### config.mk
export PLATFORM = sky130hd
export DESIGN_NAME = snitch_ro_cache_ctrl
export DESIGN_NICKNAME = d
export VERILOG_FILES = /design/src/rtl/snitch_ro_cache_ctrl.sv
export SDC_FILE = /design/constraint.sdc
export NUM_CORES = 1
export LEC_CHECK = 0
export ABC_AREA = 1
export BUFFER_PORTS_ARGS = -buffer_cell sky130_fd_sc_hd__buf_2
export CAP_MARGIN = 30
export CORE_ASPECT_RATIO = 1.5
export CORE_UTILIZATION = 51
export CTS_BUF_LIST = sky130_fd_sc_hd__clkbuf_16
export CTS_CLUSTER_DIAMETER = 100
export CTS_CLUSTER_SIZE = 16
export DETAILED_ROUTE_END_ITERATION = 10
export GPL_TIMING_DRIVEN = 1
export PLACE_DENSITY = 0.93
export SETUP_SLACK_MARGIN = 0.3
export SLEW_MARGIN = 20
export SYNTH_ARGS = -nofsm -noshare
export SYNTH_HDL_FRONTEND = slang
export SYNTH_SLANG_ARGS = --single-unit
### constraint.sdc
create_clock -name clk_i -period 5.3 [get_ports clk_i]
set_input_delay 0.53 -clock clk_i [delete_from_list [all_inputs] [get_ports clk_i]]
set_output_delay 0.53 -clock clk_i [all_outputs]
set_load 0.005 [all_outputs]
### src/rtl/snitch_ro_cache_ctrl.sv
// Register front-end for the Snitch read-only cache: holds the cache enable,
// the cacheable address regions and the flush counter, and sequences flush
// requests to the cache through a two-state IDLE/FLUSH machine.
//
// Flush handshake: flush_valid_o rises when a flush is requested and stays
// high, never dropping on its own, until a cycle in which flush_ready_i is
// also high. That cycle is the handshake, and one flush completes on it.
module snitch_ro_cache_ctrl #(
    parameter int unsigned AxiAddrWidth = 48,
    parameter int unsigned NrAddrRules  = 1
) (
    input  logic                                       clk_i,
    input  logic                                       rst_ni,
    input  logic                                       reg_valid_i,
    input  logic                                       reg_write_i,
    input  logic [15:0]                                reg_addr_i,
    input  logic [63:0]                                reg_wdata_i,
    output logic                                       reg_ready_o,
    output logic [63:0]                                reg_rdata_o,
    output logic                                       reg_error_o,
    output logic                                       enable_o,
    output logic                                       flush_valid_o,
    input  logic                                       flush_ready_i,
    output logic [NrAddrRules-1:0][AxiAddrWidth-1:0]   start_addr_o,
    output logic [NrAddrRules-1:0][AxiAddrWidth-1:0]   end_addr_o
);

    typedef enum logic {
        ST_IDLE  = 1'b0,
        ST_FLUSH = 1'b1
    } state_e;

    state_e                                  state_q, state_d;
    logic                                    enable_q, enable_d;
    logic                                    pending_q, pending_d;
    logic [31:0]                             cnt_q, cnt_d;
    logic [NrAddrRules-1:0][AxiAddrWidth-1:0] start_q, end_q;

    logic                   hit_ctrl, hit_flush, hit_cnt, mapped;
    logic [NrAddrRules-1:0] hit_start, hit_end;
    logic                   access_err, wr_ok, rd_ok, trigger, busy;

    // Write data bits above the region width are never stored.
    logic unused_wdata;
    assign unused_wdata = ^reg_wdata_i;

    assign reg_ready_o  = 1'b1;
    assign start_addr_o = start_q;
    assign end_addr_o   = end_q;
    assign busy         = (state_q == ST_FLUSH) || pending_q;

    // Address decode, access legality and flush trigger detection.
    always_comb begin
        hit_ctrl  = (reg_addr_i == 16'h0000);
        hit_flush = (reg_addr_i == 16'h0008);
        hit_cnt   = (reg_addr_i == 16'h0010);
        hit_start = '0;
        hit_end   = '0;
        for (int i = 0; i < int'(NrAddrRules); i++) begin
            hit_start[i] = (reg_addr_i == 16'(32'h20 + 32'(16 * i)));
            hit_end[i]   = (reg_addr_i == 16'(32'h28 + 32'(16 * i)));
        end
        mapped     = hit_ctrl | hit_flush | hit_cnt | (|hit_start) | (|hit_end);
        access_err = reg_valid_i &
                     ((reg_addr_i[2:0] != 3'b000) | ~mapped | (reg_write_i & hit_cnt));
        wr_ok      = reg_valid_i & reg_write_i & ~access_err;
        rd_ok      = reg_valid_i & ~reg_write_i & ~access_err;
        trigger    = wr_ok & ((hit_flush & reg_wdata_i[0]) |
                              (|hit_start) | (|hit_end) |
                              (hit_ctrl & reg_wdata_i[0] & ~enable_q));
    end

    assign reg_error_o = access_err;

    // Read mux; zero whenever the access is not a legal read.
    always_comb begin
        reg_rdata_o = '0;
        if (rd_ok) begin
            if (hit_ctrl)  reg_rdata_o = {63'd0, enable_q};
            if (hit_flush) reg_rdata_o = {63'd0, busy};
            if (hit_cnt)   reg_rdata_o = {32'd0, cnt_q};
            for (int i = 0; i < int'(NrAddrRules); i++) begin
                if (hit_start[i]) reg_rdata_o = 64'(start_q[i]);
                if (hit_end[i])   reg_rdata_o = 64'(end_q[i]);
            end
        end
    end

    // Next-state logic: a handshake with a flush still owed keeps FLUSH high
    // and starts that owed flush, which also covers a trigger in the same cycle.
    always_comb begin
        state_d   = state_q;
        pending_d = pending_q;
        cnt_d     = cnt_q;
        enable_d  = enable_q;
        if (wr_ok && hit_ctrl) enable_d = reg_wdata_i[0];
        case (state_q)
            ST_IDLE: begin
                if (trigger) state_d = ST_FLUSH;
            end
            ST_FLUSH: begin
                if (flush_ready_i) begin
                    cnt_d = (cnt_q == 32'hFFFF_FFFF) ? cnt_q : cnt_q + 32'd1;
                    if (pending_q || trigger) pending_d = 1'b0;
                    else                      state_d   = ST_IDLE;
                end else if (trigger) begin
                    pending_d = 1'b1;
                end
            end
            default: state_d = ST_IDLE;
        endcase
    end

    // FSM, control registers and registered cache-side outputs.
    always_ff @(posedge clk_i or negedge rst_ni) begin
        if (!rst_ni) begin
            state_q       <= ST_IDLE;
            pending_q     <= 1'b0;
            cnt_q         <= '0;
            enable_q      <= 1'b0;
            flush_valid_o <= 1'b0;
            enable_o      <= 1'b0;
        end else begin
            state_q       <= state_d;
            pending_q     <= pending_d;
            cnt_q         <= cnt_d;
            enable_q      <= enable_d;
            flush_valid_o <= (state_d == ST_FLUSH);
            enable_o      <= enable_d && (state_d == ST_IDLE);
        end
    end

    // Cacheable region registers.
    always_ff @(posedge clk_i or negedge rst_ni) begin
        if (!rst_ni) begin
            start_q <= '0;
            end_q   <= '0;
        end else begin
            for (int i = 0; i < int'(NrAddrRules); i++) begin
                if (wr_ok && hit_start[i]) start_q[i] <= reg_wdata_i[AxiAddrWidth-1:0];
                if (wr_ok && hit_end[i])   end_q[i]   <= reg_wdata_i[AxiAddrWidth-1:0];
            end
        end
    end

endmodule

==> out/results.txt <==
mean post-synth cell area: 7.94 um^2
Worst path top cell family by delay: simple AND/OR/NAND/NOR gates
PostCTS Resize Cnt: 0
CP required: 4.77 ns
Final Cycle Share: 72.2%
Core Rows: 52
hold slack final: 0.129 ns
clk slew on worst S/H paths: 0.06 ns
crit-path max FO: 19
crit path DAT: 3.30 ns
Routed WL: 20.0 mm
f_max: 0.261 GHz
asr flop ratio synth: 100%
RSZ-0062 raised after global routing: false
cell with the most instances after synthesis: nand2_1
VDD IR max: 0.000213 V
first-pass GRT wire length: 32.4 mm
largest net degree at the start of global routing: 78
sequential fraction of the synthesis area: 47.4%
Worst R2R Path Depth: 10
top cells by area, synth: dfrtp_1 47%, nand2_1 13%, o21ai_1 7.2%
share of post-route cells with drive strength above 1: 24.6%
final hold vios: 0
post-synthesis sequential element count: 132
sw frac: 25.0%
Die Y: 145 um
Comb power frac: 3.2%
Initial Utilization: 52.0%
Min-Delay Path Class: in -> async
slowest CP cell: nor2_2
io pins: 249
first drt pass iteration count: 6
Syn Inst Count: 878
Post-synth EDFFs: 0
Via Count: 6727
Sequential Power Share: 45.8%
Worst Path Buf+Inv: 3
status: completed
drt wl/cell: 16.0 um
GRT Total Usage: 29.0%
TritonCTS clock tree: yes
Nets: 1164
Fin Clk Skew: 0.0131 ns
crit path time final: 3.83 ns
Port Buf Inserts: 215
worst path cell trace: buf_2 > nor2_2 > nand3_2 > nor2_2 > nand2_1 > nand2_1 > nor2_1 > nor2_8 > nand3_2 > buf_4 > a31oi_1 > buf_2
First DRT Iteration DRCs: 502
Hold-fix buffers, CTS: 0
top-area cell type share of the netlist area: 47.4%
clock power share: 51.0%
Post-CTS Setup Repair Bufs: 0
Die Area: 14100 um^2
detailed placement HPWL: 14.5 mm
Reg2Reg Setup Slack: 2.15 ns
Startpoint Class: primary input
Crit Path Class: in -> out
Critical R2R Launch: cnt_q[1]$_DFFE_PN0P_
most instantiated cells after synthesis: 241 x nand2_1, 132 x dfrtp_1, 100 x o21ai_1
area of the mapped netlist: 6970 um^2
number of buffers created by CTS: 17
grt ovf: 0
TNS Setup: 0 ns
antenna-violating nets left: 0
DRC Markers: 0
Slew @ Worst Pin: 0.867 ns
die width: 97.4 um
Pint: 1.65 mW
final weighted congestion in routability-driven placement: 0.954
Finished Layout Cells: 1253
Placed Instances: 1221
Final setup viols: 0
endpoint class of the critical path: primary output
distinct cell type count after synthesis: 33
CORE AREA: 13400 um^2
Rel. slew slack: 42.1%
H-Tree Depth: 4
Slew Viols, Final: 0
Worst path max stage delay: 0.52 ns
Vias/cell: 5.37
clock buffer depth: 2
post-synth top area cell: dfrtp_1
area growth from synthesis to layout: 23.1%
Sink Count: 132
Clk Latency, worst-skew pair: 0.43 ns
pwr dens: 256 nW/um^2
NetSw: 0.550 mW
Util after Layout: 64.0%
Ant. Diodes: 0
Max Cap Viol: 0
leakage: 4.65 nW
initial antenna violation count: 0
RR Endpoint: cnt_q[10]$_DFFE_PN0P_
ys flop type: dfrtp_1
synth warn: 0
vias in the first global route: 6696
clock root cell: clkbuf_16
## cell usage in the layout, fill, tap and decap left out, types with 5 or more instances in the layout
cell and n:
o21ai_1 100, o21ai_0 15, nor2_1 82, a221oi_1 13, clkbuf_16 17, nand4_1 12, nand3_1 15, buf_4 5
nor3_1 28, xor2_1 27, dfrtp_1 132, a31oi_1 18, conb_1 17, inv_6 7, nand2_1 241, inv_1 98
buf_2 214, mux2i_1 16
## metal layers
| layer | wire [um] | track usage (%) | vias to the layer above |
|---|---|---|---|
| met5 | 0 | 0 | - |
| met1 | 7380 | 32.3 | 3119 |
| met3 | 1240 | 6.45 | 94 |
| met2 | 10300 | 49.7 | 323 |
| li1 | - | - | 3191 |
| met4 | 1110 | 18.5 | 0 |
## metrics by stage
step	power, mW	cell area, um^2	setup WS [ns]
floorplan	1.06	7030	2.89
global placement	1.10	7980	1.52
detailed placement	1.10	8020	1.47
CTS	2.21	8580	1.49
global route	2.27	8580	1.25
finish	2.20	8580	1.47
## power groups by stage
stage               sequential, mW  clock [mW]  combinational [mW]
global placement              1.03           0              0.0693
CTS                           1.01        1.13              0.0720
global route                  1.01        1.18              0.0816
finish                        1.01        1.12              0.0713
floorplan                     1.03           0              0.0292
detailed placement            1.03           0              0.0718
## cells by family after synthesis
family,synth area share [%]
buffers and inverters,10.7
xor gates and xnor gates,3.64
DFF,47.4
muxes,2.30
other,0.108
AOI/OAI and AO/OA,11.6
adders and majority gates,0.180
and+or+nand+nor,24.1
## area by class of cell
class / instances / area [um^2]
Clock inverter: 15 / 134
Multi-Input combinational cell: 604 / 2980
Clock buffer: 17 / 425
Inverter: 101 / 379
Tap cell: 162 / 203
Fill cell: 1082 / 4820
Timing Repair Buffer: 222 / 1160
Sequential cell: 132 / 3300
## registers in the layout (all words and copies together), names as in the netlist
signal,cells
state_q,1
start_addr_o,48
enable_o,1
enable_q,1
pending_q,1
end_addr_o,48
cnt_q,32
## how the worst max path moves through the flow
stage                        start              end  slack, ns  depth (start not counted)
floorplan           reg_addr_i[15]  reg_rdata_o[37]       2.89                         10
global placement     reg_addr_i[1]  reg_rdata_o[26]       1.52                         12
detailed placement   reg_addr_i[1]  reg_rdata_o[26]       1.47                         12
CTS                  reg_addr_i[1]  reg_rdata_o[26]       1.49                         12
global route         reg_addr_i[1]  reg_rdata_o[29]       1.25                         12
finish               reg_addr_i[7]  reg_rdata_o[26]       1.47                         12
Power figures use the tool's default switching activity.
